==> config.mk <==
export PLATFORM = sky130hd
export DESIGN_NAME = seq_multiplier_radix
export DESIGN_NICKNAME = d
export VERILOG_FILES = /design/src/rtl/seq_multiplier_radix.sv
export SDC_FILE = /design/constraint.sdc
export NUM_CORES = 1
export LEC_CHECK = 0
export BUFFER_PORTS_ARGS = -buffer_cell sky130_fd_sc_hd__buf_4
export CAP_MARGIN = 20
export CORE_UTILIZATION = 63
export CTS_BUF_LIST = sky130_fd_sc_hd__clkbuf_4 sky130_fd_sc_hd__clkbuf_8
export DETAILED_ROUTE_END_ITERATION = 6
export PLACE_DENSITY = 0.83
export SLEW_MARGIN = 20
export SYNTH_ARGS = -nofsm -noshare
export SYNTH_HDL_FRONTEND = slang
export SYNTH_SLANG_ARGS = --single-unit
==> constraint.sdc <==
create_clock -name clk -period 9.9 [get_ports clk]
set_clock_uncertainty 0.15 [all_clocks]
set_input_delay 1.485 -clock clk [delete_from_list [all_inputs] [get_ports clk]]
set_output_delay 1.485 -clock clk [all_outputs]
set_load 0.01 [all_outputs]
==> src/rtl/seq_multiplier_radix.sv <==
// Radix-2^BITS_PER_CYCLE sequential shift-add multiplier, signed/unsigned per op.
// Ports: clk, rst (async high), start, signedMode, multiplier, multiplicand in;
//        product, productDone, busy, cycles out. Option macro: MULT_CONST_TIME_EN.
module seq_multiplier_radix #(
  parameter int WIDTH          = 32,
  parameter int BITS_PER_CYCLE = 1,
  localparam int N             = WIDTH / BITS_PER_CYCLE,
  localparam int CW            = $clog2(N + 1)
) (
  input  logic               clk,
  input  logic               rst,
  input  logic               start,
  input  logic               signedMode,
  input  logic [WIDTH-1:0]   multiplier,
  input  logic [WIDTH-1:0]   multiplicand,
  output logic [2*WIDTH-1:0] product,
  output logic               productDone,
  output logic               busy,
  output logic [CW-1:0]      cycles
);

  localparam int PW = 2 * WIDTH;
  localparam logic [CW-1:0] NCNT = CW'(N);

  typedef enum logic [1:0] {
    IDLE,
    RUN,
    DONE
  } state_t;

  state_t state, stateNext;

  logic [WIDTH-1:0]          mplier;
  logic [PW-1:0]             mcandSh;
  logic [PW-1:0]             acc;
  logic [CW-1:0]             iter;
  logic                      resultSign;

  logic [WIDTH-1:0]          magMr;
  logic [WIDTH-1:0]          magMd;
  logic [BITS_PER_CYCLE-1:0] digit;
  logic [PW-1:0]             partial;
  logic [PW-1:0]             accNext;
  logic [WIDTH-1:0]          mplierNext;
  logic [CW-1:0]             iterNext;
  logic                      finish;

  // Negation of the most negative value wraps to 2^(WIDTH-1), which is the
  // correct unsigned magnitude.
  always_comb begin
    magMr = multiplier;
    magMd = multiplicand;
    if (signedMode && multiplier[WIDTH-1]) magMr = -multiplier;
    if (signedMode && multiplicand[WIDTH-1]) magMd = -multiplicand;
  end

  // mcandSh carries the multiplicand pre-shifted by BITS_PER_CYCLE*iter.
  always_comb begin
    digit      = mplier[BITS_PER_CYCLE-1:0];
    partial    = {{(PW-BITS_PER_CYCLE){1'b0}}, digit} * mcandSh;
    accNext    = acc + partial;
    mplierNext = mplier >> BITS_PER_CYCLE;
    iterNext   = iter + 1'b1;
`ifdef MULT_CONST_TIME_EN
    finish     = (iterNext == NCNT);
`else
    finish     = (iterNext == NCNT) || (mplierNext == '0);
`endif
  end

  always_ff @(posedge clk or posedge rst) begin
    if (rst) state <= IDLE;
    else     state <= stateNext;
  end

  always_comb begin
    stateNext = state;
    case (state)
      IDLE:    if (start) stateNext = RUN;
      RUN:     if (finish) stateNext = DONE;
      DONE:    stateNext = IDLE;
      default: stateNext = IDLE;
    endcase
  end

  always_ff @(posedge clk or posedge rst) begin
    if (rst) begin
      mplier     <= '0;
      mcandSh    <= '0;
      acc        <= '0;
      iter       <= '0;
      resultSign <= 1'b0;
      product    <= '0;
      cycles     <= '0;
    end else begin
      case (state)
        IDLE: begin
          if (start) begin
            mplier     <= magMr;
            mcandSh    <= {{WIDTH{1'b0}}, magMd};
            acc        <= '0;
            iter       <= '0;
            resultSign <= signedMode &
                          (multiplier[WIDTH-1] ^ multiplicand[WIDTH-1]);
          end
        end
        RUN: begin
          acc     <= accNext;
          mplier  <= mplierNext;
          mcandSh <= mcandSh << BITS_PER_CYCLE;
          iter    <= iterNext;
          if (finish) begin
            product <= resultSign ? -accNext : accNext;
            cycles  <= iterNext;
          end
        end
        default: ;
      endcase
    end
  end

  assign productDone = (state == DONE);
  assign busy        = (state != IDLE);

endmodule

==> impl_metrics.json <==
{
  "wl_per_cell_um": 19.9,
  "hold_depth": 2,
  "cp.arrival_ns": 6.21,
  "yosysWarnings": 0,
  "drive_gt1_share_pct": 12.7,
  "pwr-share-comb_pct": 58.5,
  "slew_headroom_pct": 31.0,
  "synth.avg_cell_area_um2": 8.07,
  "cts_tree": "done",
  "nets": 2356,
  "seqPwrFrac_pct": 25.6,
  "swShare_pct": 49.1,
  "antenna_found_initial": 0,
  "dieArea_um2": 28300,
  "post-route-min-period_ns": 5.95,
  "r2r_slack_ns": 3.95,
  "initialDrtViolationCount": 1629,
  "ant_nets": 0,
  "critPathRequiredTime_ns": 10.16,
  "clockBufferDepth": 3,
  "peakVddDrop_mv": 0.205,
  "finalHoldViolCount": 0,
  "critical_path_class": "register to register",
  "outcome": "finished clean",
  "critPathBufInv": 2,
  "hold_ws_ns": 0.328,
  "synth_area_um2": 17400,
  "ios": 140,
  "vias_per_cell": 6.57,
  "synth-seq-cells": 239,
  "drv_slew": 0,
  "synth_enable_flop_cells": 0,
  "cts_setup_buffers": 0,
  "grt_pass1_vias": 15600,
  "synthTopCellsByCount": "nand2_1, o21ai_0, dfrtp_1",
  "cts.clk_slew.worst_paths_ns": 0.06,
  "totalWireLength_um": 51600,
  "insertion_delay_ns": 0.56,
  "cts_resized": 0,
  "grt_setup_unrepaired": "false",
  "num_vias": 17000,
  "synth-main-ff-cell": "dfrtp_1",
  "cp-start-kind": "register",
  "drt_pass1_iterations": 6,
  "syn-num-nets": 2293,
  "ys_types": 90,
  "path_cells": "buf_4 -> and2_1 -> ha_1 -> inv_1 -> fa_1 -> nand2b_1 -> a21oi_2 -> o21ai_0 -> o31ai_1 -> nor2_1 -> o221ai_1 -> nand3_1 -> nor3b_1 -> nand3_1 -> o31ai_1 -> xor2_1 -> o21ai_1",
  "dpl.hpwl_um": 38600,
  "root_buffer": "clkbuf_8",
  "async_flop_share_pct": 100,
  "worst_pin_slew_ns": 1.03,
  "grt_start_max_net_pins": 105,
  "ff_latch_area_um2": 5980,
  "path_delay_family": "simple AND/OR/NAND/NOR gates",
  "holdBufCountCts": 0,
  "syn2layout_area_growth_pct": 12.1,
  "core-area_um2": 27000,
  "clock-sinks": 239,
  "place_area_um2": 18500,
  "multi_input_area_um2": 10800,
  "yosys.cell_count.top_type": "nand2_1",
  "syn-instance-count": 2156,
  "synth_top_area_share_pct": 34.4,
  "fin_area_um2": 19500,
  "min_path_type": "register to register",
  "switchingPower_w": 0.00327,
  "internal_power_w": 0.00340,
  "std_cell_rows": 60,
  "nFillCells": 2141,
  "final_core_util_pct": 72.1,
  "cts.htree.levels": 2,
  "setup_tns_ns": 0,
  "endpoint_kind": "register",
  "drc_errors": 0,
  "cp.depth": 17,
  "max_clock_freq_mhz": 168,
  "cts_inserted_buffers": 40,
  "grt_use_total_pct": 36.8,
  "cap_violations": 0,
  "grt_pass1_wl_um": 83000,
  "io_buffers": 139,
  "clkPwrFrac_pct": 15.9,
  "rr_worst_depth": 17,
  "setup_viol": 0,
  "yosys-top-cells-area": "dfrtp_1, o21ai_0, nand2_1",
  "synth_top_area_cell": "dfrtp_1",
  "cp_slowest_cell": "nor3b_1",
  "path_max_fanout": 65,
  "die_h_um": 168,
  "gp_congestion": 1.01,
  "diodes": 0,
  "p_leak_nw": 8.28,
  "fin_crit_sh_pct": 60.1,
  "seq_area_frac_synth_pct": 34.4,
  "overflow": 0,
  "power_density_nw_per_um2": 342,
  "fp.dieW_um": 168,
  "start_util_pct": 64.3,
  "slowest_delay_ns": 0.88
}
-- metal layers --
metal	wire [um]	GRT usage, %	up-vias	share of wire (%)
met5	0	0	-	0
met4	1240	10.3	0	2.4
met3	5440	8.89	96	11
met2	22000	54.7	811	43
met1	22900	53.5	8115	44
li1	-	-	7991	-
-- state kept, by name, summed over array words and instances (netlist names) --
name,flops
product,64
cycles,6
state,2
iter,6
mcandSh,64
mplier,32
resultSign,1
acc,64
-- path summary, 6_finish.rpt --
kind / end / start
max in group asynchronous: product[54]$_DFFE_PP0P_ / rst
min: product[7]$_DFFE_PP0P_ / product[7]$_DFFE_PP0P_
max reg2reg: product[62]$_DFFE_PP0P_ / mplier[0]$_DFFE_PP0P_
max: product[62]$_DFFE_PP0P_ / mplier[0]$_DFFE_PP0P_
min reg2reg: product[7]$_DFFE_PP0P_ / product[7]$_DFFE_PP0P_
min in group asynchronous: iter[1]$_DFFE_PP0P_ / rst
-- cells by family after synthesis --
family	synth area share [%]
buf+inv	3.53
fa+ha+maj	5.01
compound gates	25.3
xor+xnor	8.21
simple gates	23.4
mux	0.173
flops	34.4
-- power groups by stage --
| stage | clock (W) | sequential [W] | combinational, W |
|---|---|---|---|
| finish | 0.00106 | 0.00171 | 0.00390 |
| global route | 0.00111 | 0.00175 | 0.00427 |
| CTS | 0.00107 | 0.00169 | 0.00381 |
| detailed placement | 0 | 0.00170 | 0.00379 |
| global placement | 0 | 0.00169 | 0.00368 |
| floorplan | 0 | 0.00163 | 0.00273 |
-- cell usage in the layout, fill, tap and decap left out, drive strengths merged, types with 6 or more instances in the layout --
cell type	Yosys	routed
a21o	20	20
nand2	340	340
clkbuf	116	61
or2	14	14
and2	78	78
inv	25	26
and4	6	6
nor2	108	108
a21oi	102	102
dfrtp	239	239
o2111ai	9	9
nand4	46	46
nand2b	15	15
o21a	26	26
xor2	83	83
o21ai	302	302
a31oi	18	18
o31a	10	10
xnor2	80	80
nand3	91	91
a22oi	60	60
o41ai	13	13
a311oi	6	6
o211ai	15	15
ha	68	68
or3	24	24
or4	15	15
nor3	45	45
nor4	22	22
a211oi	11	11
buf	18	155
a22o	11	11
o31ai	32	32
clkinv	1	6
-- layout make-up --
type	count	share of cell area, %
Inverter	26	0.539
Timing Repair Buffer	155	5.97
Multi-Input combinational cell	1757	55.6
Tap cell	341	2.19
Clock inverter	12	0.886
Clock buffer	61	4.15
Sequential cell	239	30.7
-- metrics by stage --
stage | setup WS, ns | total power [W] | cells
after global routing | 3.63 | 0.00712 | 2591
after global placement | 4.36 | 0.00538 | 2518
after CTS | 4.08 | 0.00657 | 2591
final | 3.95 | 0.00667 | 2591
after floorplan | 1.71 | 0.00436 | 2156
after detailed placement | 4.15 | 0.00550 | 2518
-- worst min-delay path: stages, from the launching register on --
cell and delay (ns):
dfrtp_1 0.34, nand2_1 0.04, o21ai_0 0.06
No activity file was read; power rests on OpenSTA's default activity.
